<file path="src/rtl/mul_issue_ctrl.sv">
// ---------------------------------------------------------------------------
// mul_issue_ctrl
//
// Execute-stage control in front of the multiplier. Accepts a multiply from
// the EX pipeline register, latches its op code and operands, fires a
// one-cycle start pulse at the multiplier and holds EX until the result is
// back. It then keeps the result until MEM takes it. A flush while the
// multiplier is running cannot abort the multiplier, so the block drains it
// and throws the result away. A watchdog forces a return to IDLE if the
// multiplier never answers.
//
// Ports
//   clk            clock, all state on the rising edge
//   reset          asynchronous reset, active low (0 = reset)
//   es_valid       EX holds a valid instruction
//   es_flush       exception/ertn flush of EX (level)
//   mul_div_op     one-hot op from decode; [2:0] nonzero marks a multiply
//   alu_src1/2     operands from EX
//   ms_allowin     MEM can accept this cycle
//   mult           one-cycle start pulse to the multiplier
//   mul_op         latched op code to the multiplier
//   mul_src1/2     latched operands to the multiplier
//   mul_result     multiplier result
//   mul_done       multiplier completion
//   es_mul_stall   hold the EX stage
//   es_mul_result  captured result
//   es_mul_valid   es_mul_result is valid for MEM
//   mul_timeout    one-cycle pulse on watchdog abort
// ---------------------------------------------------------------------------
module mul_issue_ctrl #(
  parameter int MAX_LAT = 40,
  parameter int CNT_W   = 6
) (
  input  logic        clk,
  input  logic        reset,
  input  logic        es_valid,
  input  logic        es_flush,
  input  logic [9:0]  mul_div_op,
  input  logic [31:0] alu_src1,
  input  logic [31:0] alu_src2,
  input  logic        ms_allowin,
  output logic        mult,
  output logic [9:0]  mul_op,
  output logic [31:0] mul_src1,
  output logic [31:0] mul_src2,
  input  logic [31:0] mul_result,
  input  logic        mul_done,
  output logic        es_mul_stall,
  output logic [31:0] es_mul_result,
  output logic        es_mul_valid,
  output logic        mul_timeout
);

  typedef enum logic [1:0] {
    IDLE  = 2'd0,
    BUSY  = 2'd1,
    DONE  = 2'd2,
    DRAIN = 2'd3
  } state_t;

  state_t      state_q,   state_d;
  logic [9:0]  op_q,      op_d;
  logic [31:0] src1_q,    src1_d;
  logic [31:0] src2_q,    src2_d;
  logic        mult_q,    mult_d;
  logic [31:0] result_q,  result_d;
  logic [CNT_W-1:0] cnt_q, cnt_d;
  logic        timeout_q, timeout_d;

  logic req;
  logic wd_expire;
  logic done_ok;

  assign req       = es_valid & (|mul_div_op[2:0]) & ~es_flush;
  assign wd_expire = (cnt_q == CNT_W'(MAX_LAT - 1));
  // The multiplier cannot finish in the same cycle it is started, so a
  // mul_done seen alongside the start pulse is treated as stale.
  assign done_ok   = mul_done & ~mult_q;

  always_comb begin
    state_d   = state_q;
    op_d      = op_q;
    src1_d    = src1_q;
    src2_d    = src2_q;
    mult_d    = 1'b0;
    result_d  = result_q;
    cnt_d     = cnt_q;
    timeout_d = 1'b0;

    unique case (state_q)
      IDLE: begin
        if (req) begin
          op_d    = mul_div_op;
          src1_d  = alu_src1;
          src2_d  = alu_src2;
          mult_d  = 1'b1;
          cnt_d   = '0;
          state_d = BUSY;
        end
      end
      BUSY: begin
        cnt_d = cnt_q + 1'b1;
        if (done_ok && es_flush) begin
          state_d = IDLE;
        end else if (done_ok) begin
          result_d = mul_result;
          state_d  = DONE;
        end else if (wd_expire) begin
          timeout_d = 1'b1;
          state_d   = IDLE;
        end else if (es_flush) begin
          state_d = DRAIN;
        end
      end
      DONE: begin
        // Flush and MEM acceptance both lead to IDLE; the result register
        // is left alone either way.
        if (es_flush || ms_allowin) begin
          state_d = IDLE;
        end
      end
      DRAIN: begin
        // The watchdog keeps counting from where BUSY left off.
        cnt_d = cnt_q + 1'b1;
        if (mul_done) begin
          state_d = IDLE;
        end else if (wd_expire) begin
          timeout_d = 1'b1;
          state_d   = IDLE;
        end
      end
      default: state_d = IDLE;
    endcase
  end

  always_ff @(posedge clk or negedge reset) begin
    if (!reset) begin
      state_q   <= IDLE;
      op_q      <= '0;
      src1_q    <= '0;
      src2_q    <= '0;
      mult_q    <= 1'b0;
      result_q  <= '0;
      cnt_q     <= '0;
      timeout_q <= 1'b0;
    end else begin
      state_q   <= state_d;
      op_q      <= op_d;
      src1_q    <= src1_d;
      src2_q    <= src2_d;
      mult_q    <= mult_d;
      result_q  <= result_d;
      cnt_q     <= cnt_d;
      timeout_q <= timeout_d;
    end
  end

  // Stall is combinational on live inputs; it is gated by reset so that
  // every output reads 0 the moment reset is asserted.
  always_comb begin
    es_mul_stall = 1'b0;
    unique case (state_q)
      IDLE:    es_mul_stall = req;
      BUSY:    es_mul_stall = ~es_flush;
      DONE:    es_mul_stall = ~ms_allowin & ~es_flush;
      DRAIN:   es_mul_stall = req;
      default: es_mul_stall = 1'b0;
    endcase
    es_mul_stall = es_mul_stall & reset;
  end

  assign mult          = mult_q;
  assign mul_op        = op_q;
  assign mul_src1      = src1_q;
  assign mul_src2      = src2_q;
  assign es_mul_result = result_q;
  assign es_mul_valid  = (state_q == DONE);
  assign mul_timeout   = timeout_q;

endmodule

</file>
<file path="config.mk">
export PLATFORM = sky130hd
export DESIGN_NAME = mul_issue_ctrl
export DESIGN_NICKNAME = d
export VERILOG_FILES = /design/src/rtl/mul_issue_ctrl.sv
export SDC_FILE = /design/constraint.sdc
export NUM_CORES = 1
export LEC_CHECK = 0
export CORE_MARGIN = 2
export CORE_UTILIZATION = 41
export DETAILED_ROUTE_END_ITERATION = 10
export GPL_ROUTABILITY_DRIVEN = 1
export GPL_TIMING_DRIVEN = 0
export PLACE_DENSITY = 0.8
export SLEW_MARGIN = 20
export SYNTH_ARGS = -nofsm -noshare
export SYNTH_HDL_FRONTEND = slang
export SYNTH_SLANG_ARGS = --single-unit
</file>
<file path="constraint.sdc">
create_clock -name clk -period 2.2 [get_ports clk]
set_input_delay 0.22 -clock clk [delete_from_list [all_inputs] [get_ports clk]]
set_output_delay 0.22 -clock clk [all_outputs]
set_load 0.01 [all_outputs]
</file>
==> flow_results.org <==
** Cells and area
- Final net count :: about 660
- Area growth from synthesis to layout :: 63.85%
- Diodes inserted :: 0
- Of the cells placed in the final design, the portion with a size suffix greater than 1 is 24.14%.
- In the layout the commonest cells are 219 x sky130_fd_sc_hd__clkdlybuf4s50_1, 116 x sky130_fd_sc_hd__dfrtp_1, 39 x sky130_fd_sc_hd__mux2_2.
- Share of the core filled with cells :: just under 70%
- The library cell used most frequently in the layout, excluding fill and tap cells, is sky130_fd_sc_hd__clkdlybuf4s50_1.

** CTS
- Clock Sink Count :: roughly 120
- CTS H-tree depth :: 4
- CTS tree :: yes
- Clock edge transition at the registers on the reported setup and hold paths :: 0.05 ns
- Clock tree synthesis selected as its root buffer the cell sky130_fd_sc_hd__clkbuf_16.
- At the later pin of the worst-skew pair, clock insertion delay measures about 0.40 ns.
- CTS Buffer Depth :: 2
- Number of clock buffers inserted by TritonCTS :: 17

** Place
- After legalization and detailed placement, the total HPWL measured between 8000 and 9000 um.
- Port buffering added approximately 220 buffers.
- Routability-driven placement finished with a final weighted congestion of around 0.75.

** Timing
- # setup viols final :: 0
- The clock arrives with between 0.007 and 0.008 ns of skew.
- In this run the tightest slew margin relative to its limit is 72.47%.
- Based on the critical path, the design can be clocked at up to 490.4 MHz.
- Counting I/O delays and the setup requirement, the final critical path takes approximately 2.0 ns.
- For the final routed database, the setup TNS stands at 0 ns.
- Setup repair after global routing left no endpoint under its margin.
- Final clock period utilization by the worst path :: a little over 90%
- Number of pins exceeding their max-slew limit in the final report :: 0
- Final hold violation count :: 0
- At the pin with the least slew margin, the transition time is a little over 0.4 ns.

** Floorplan
- Pin placement for this block handled 222 I/O pins.
- Width of the die :: about 110 um
- Std-Cell Rows :: 39
- Die outline height :: between 100 and 150 um
- Die area :: about 13000 sq um
- After floorplanning, the core was sized to cover about 11000 sq um.
- Once the floorplan was initialized, standard cells occupied between 40% and 50% of the core.

** Route
- The detailed router finished its first iteration with 70 violations.
- In the routed design, unresolved DRC markers number 0.
- Routed len/inst :: around 17 um
- Post-detailed-route count of antenna-violating nets :: 0
- Detailed routing inserted a total of roughly 3300 vias.
- Before antenna repair, the detailed router went through 4 iterations.
- After detailed routing, the number of vias per cell comes to roughly 4.8.
- The final layout contains routed wiring with a total length of around 12000 um.

** Yosys
- The synthesized netlist devotes ~1.3% of its cell area to adder and majority cells.
- After synthesis, the largest family of logic cells by area is multiplexers.
- Yosys mapped a number of flops with a built-in enable equal to 0.
- After synthesis, the share of cell area in mux cells is about 28%.
- In this run, distinct cell masters in the synthesized netlist total between 40 and 50.
- Summing the areas of all xor and xnor instances in the mapped netlist gives 0% of the synthesized area.
- Synthesized-area fraction occupied by ao, oa, aoi and oai cells :: 3.875%
- Dividing the synthesized area by the synthesized cell count gives around 16 sq um.
- Post-Synthesis Cells :: a little under 300
- Syn Std Cell Area :: 4811 sq um
- Fraction of registers with async set/reset :: 100.0%
- Number of nets produced by synthesis :: about 410
- For this run, the number of Yosys warnings is 0.
- Most frequently used flop master after synthesis :: sky130_fd_sc_hd__dfrtp_1
- Basic-gate share of the synthesized area counting and, or, nand and nor cells :: 3.849%
- Number of flip-flops and latches in the synthesized netlist :: ~120
- Fraction of the yosys area taken by sequential cells :: 60.34%

** Global route
- For met1 alone, demand over resource in global routing was 22.61%.
- Maximum number of pins on one net before global-route repair :: 84
- In the global route stage, overall resource usage came out at 19.45%.
- In the global route stage, met2 resource usage came out at 33.33%.
- Initial antenna violation count :: 0
- The global routing stage identified its most utilized layer as met2.
- The number of global-route vias before repair is 3690.
- For met3 alone, demand over resource in global routing was ~7.4%.
- The first global-routing pass estimated just under 20000 um of wire.
- After global routing the overflow that remains totals 0.

** Pwr
- Power per cell area :: 1448 nW/um^2
- Peak supply drop :: slightly above 800 uV
- LEAKAGE :: roughly 3.5 nW

** Outcome
- Result of the run :: complete, no violations

** Worst hold path
- The min-delay analysis places its worst path in the category in -> async.

** Worst setup path
- Of all nets on the critical path, the largest fanout is 3.
- Top delay family on crit path :: simple AND/OR/NAND/NOR gates
- Sort of element at the end of the critical path :: primary output
- The worst setup path is launched from a flop.
- Crit path buffers/inverters :: 2
- The worst setup path is of the reg -> out kind.
- CP max stage cell :: sky130_fd_sc_hd__dfrtp_1
- CP max stage delay :: 0.40 ns
- Worst R2R Setup Slack :: approximately 0.20 ns
- The signal on the critical path passes through inv_2 -> ha_2 -> or2b_1 -> nor2b_1 -> o32ai_1 -> and2_1 -> buf_2.
- CP arrival :: between 1.5 and 2 ns
- Required time of the critical path :: approximately 2 ns

** Flow run
- The tool flagged a number of max-cap violations equal to 0.
Yosys cell counts, types with 2 or more instances:
library cell | n | area [sq um]
sky130_fd_sc_hd__inv_1 | 4 | 15.01
sky130_fd_sc_hd__o21ai_1 | 3 | 15.01
sky130_fd_sc_hd__nor2_1 | 4 | 15.01
sky130_fd_sc_hd__buf_4 | 2 | 15.01
sky130_fd_sc_hd__dfrtp_1 | 116 | 2903
sky130_fd_sc_hd__buf_2 | 3 | 15.01
sky130_fd_sc_hd__ha_1 | 5 | 62.56
sky130_fd_sc_hd__nand3_1 | 2 | 10.01
sky130_fd_sc_hd__o21a_1 | 2 | 15.01
sky130_fd_sc_hd__nor3_1 | 2 | 10.01
sky130_fd_sc_hd__or3_1 | 3 | 18.77
sky130_fd_sc_hd__mux2_4 | 38 | 570.6
sky130_fd_sc_hd__nor2b_1 | 4 | 25.02
sky130_fd_sc_hd__buf_6 | 6 | 67.56
sky130_fd_sc_hd__o22a_1 | 2 | 17.52
sky130_fd_sc_hd__mux2_2 | 39 | 439.2
sky130_fd_sc_hd__nand2b_1 | 2 | 12.51
sky130_fd_sc_hd__o21ai_0 | 2 | 10.01
sky130_fd_sc_hd__mux2_1 | 29 | 326.6
sky130_fd_sc_hd__a21oi_1 | 3 | 15.01
sky130_fd_sc_hd__nand2_1 | 4 | 15.01
stage by stage:
stage	setup WS, ns	area, sq um	hold slack [ns]	std cells	total power [mW]
global placement	-3.469	7202	0.4669	659	8.419
floorplan	0.4438	4811	-0.07559	295	5.870
global route	0.06182	7883	0.3000	694	12.06
CTS	0.01010	7881	0.2810	693	11.56
finish	0.1608	7883	0.2901	694	11.42
detailed placement	-0.08314	7231	0.1276	660	8.583
area by class of cell:
cell class              count  area [sq um]
flip-flops and latches    116          2903
inverters                   4         15.01
multi-input cells         163          1783
fillers                   813          3536
clock buffers              20         466.7
plain buffers              12         112.6
well taps                 143         178.9
repair buffers            226          2268
clock inverters            10         155.1
kinds of logic (layout without fill, tap and decap cells):
kind of cell               count (synthesis)  after routing
AOI/OAI and AO/OA                         21             21
adders and majority gates                  5              5
buffers and inverters                     16            272
DFF                                      116            116
muxes                                    107            107
and+or+nand+nor                           30             30
power by group:
group	internal (mW)	switching (mW)	total [mW]
registers	3.19	0.577	3.76
clock network	1.96	0.903	2.87
logic	3.07	1.72	4.79
final timing paths:
kind,cells after the start,startpoint,endpoint
worst min register to register,1,es_mul_result[17],es_mul_result[17]
worst max register to register,7,state_q[0],es_mul_result[3]
max in group asynchronous,3,reset,mul_src2[17]
min in group clk,2,mul_result[4],es_mul_result[4]
worst max-delay path,7,state_q[0],es_mul_stall
worst min-delay path,2,reset,es_mul_result[24]
routing by layer:
layer / vias to the layer above / wire length, um
met5: - / 0
met4: 0 / 94
met1: 1646 / 4704
met2: 143 / 5999
met3: 8 / 1027
li1: 1546 / -
registers in the layout, indices dropped and copies added, names as in the netlist:
register,flops
mul_src1,32
mul_timeout,1
es_mul_result,32
mul_src2,32
state_q,2
mul_op,10
mult,1
cnt_q,6
timing repair:
action / CTS / global route
gates resized for setup: 4 / 2
setup endpoints to repair: 1 / 1
hold buffers: 1 / 0
buffers inserted: 2 / 1
endpoints found under the hold margin: 33 / 0
Power figures use the tool's default switching activity.
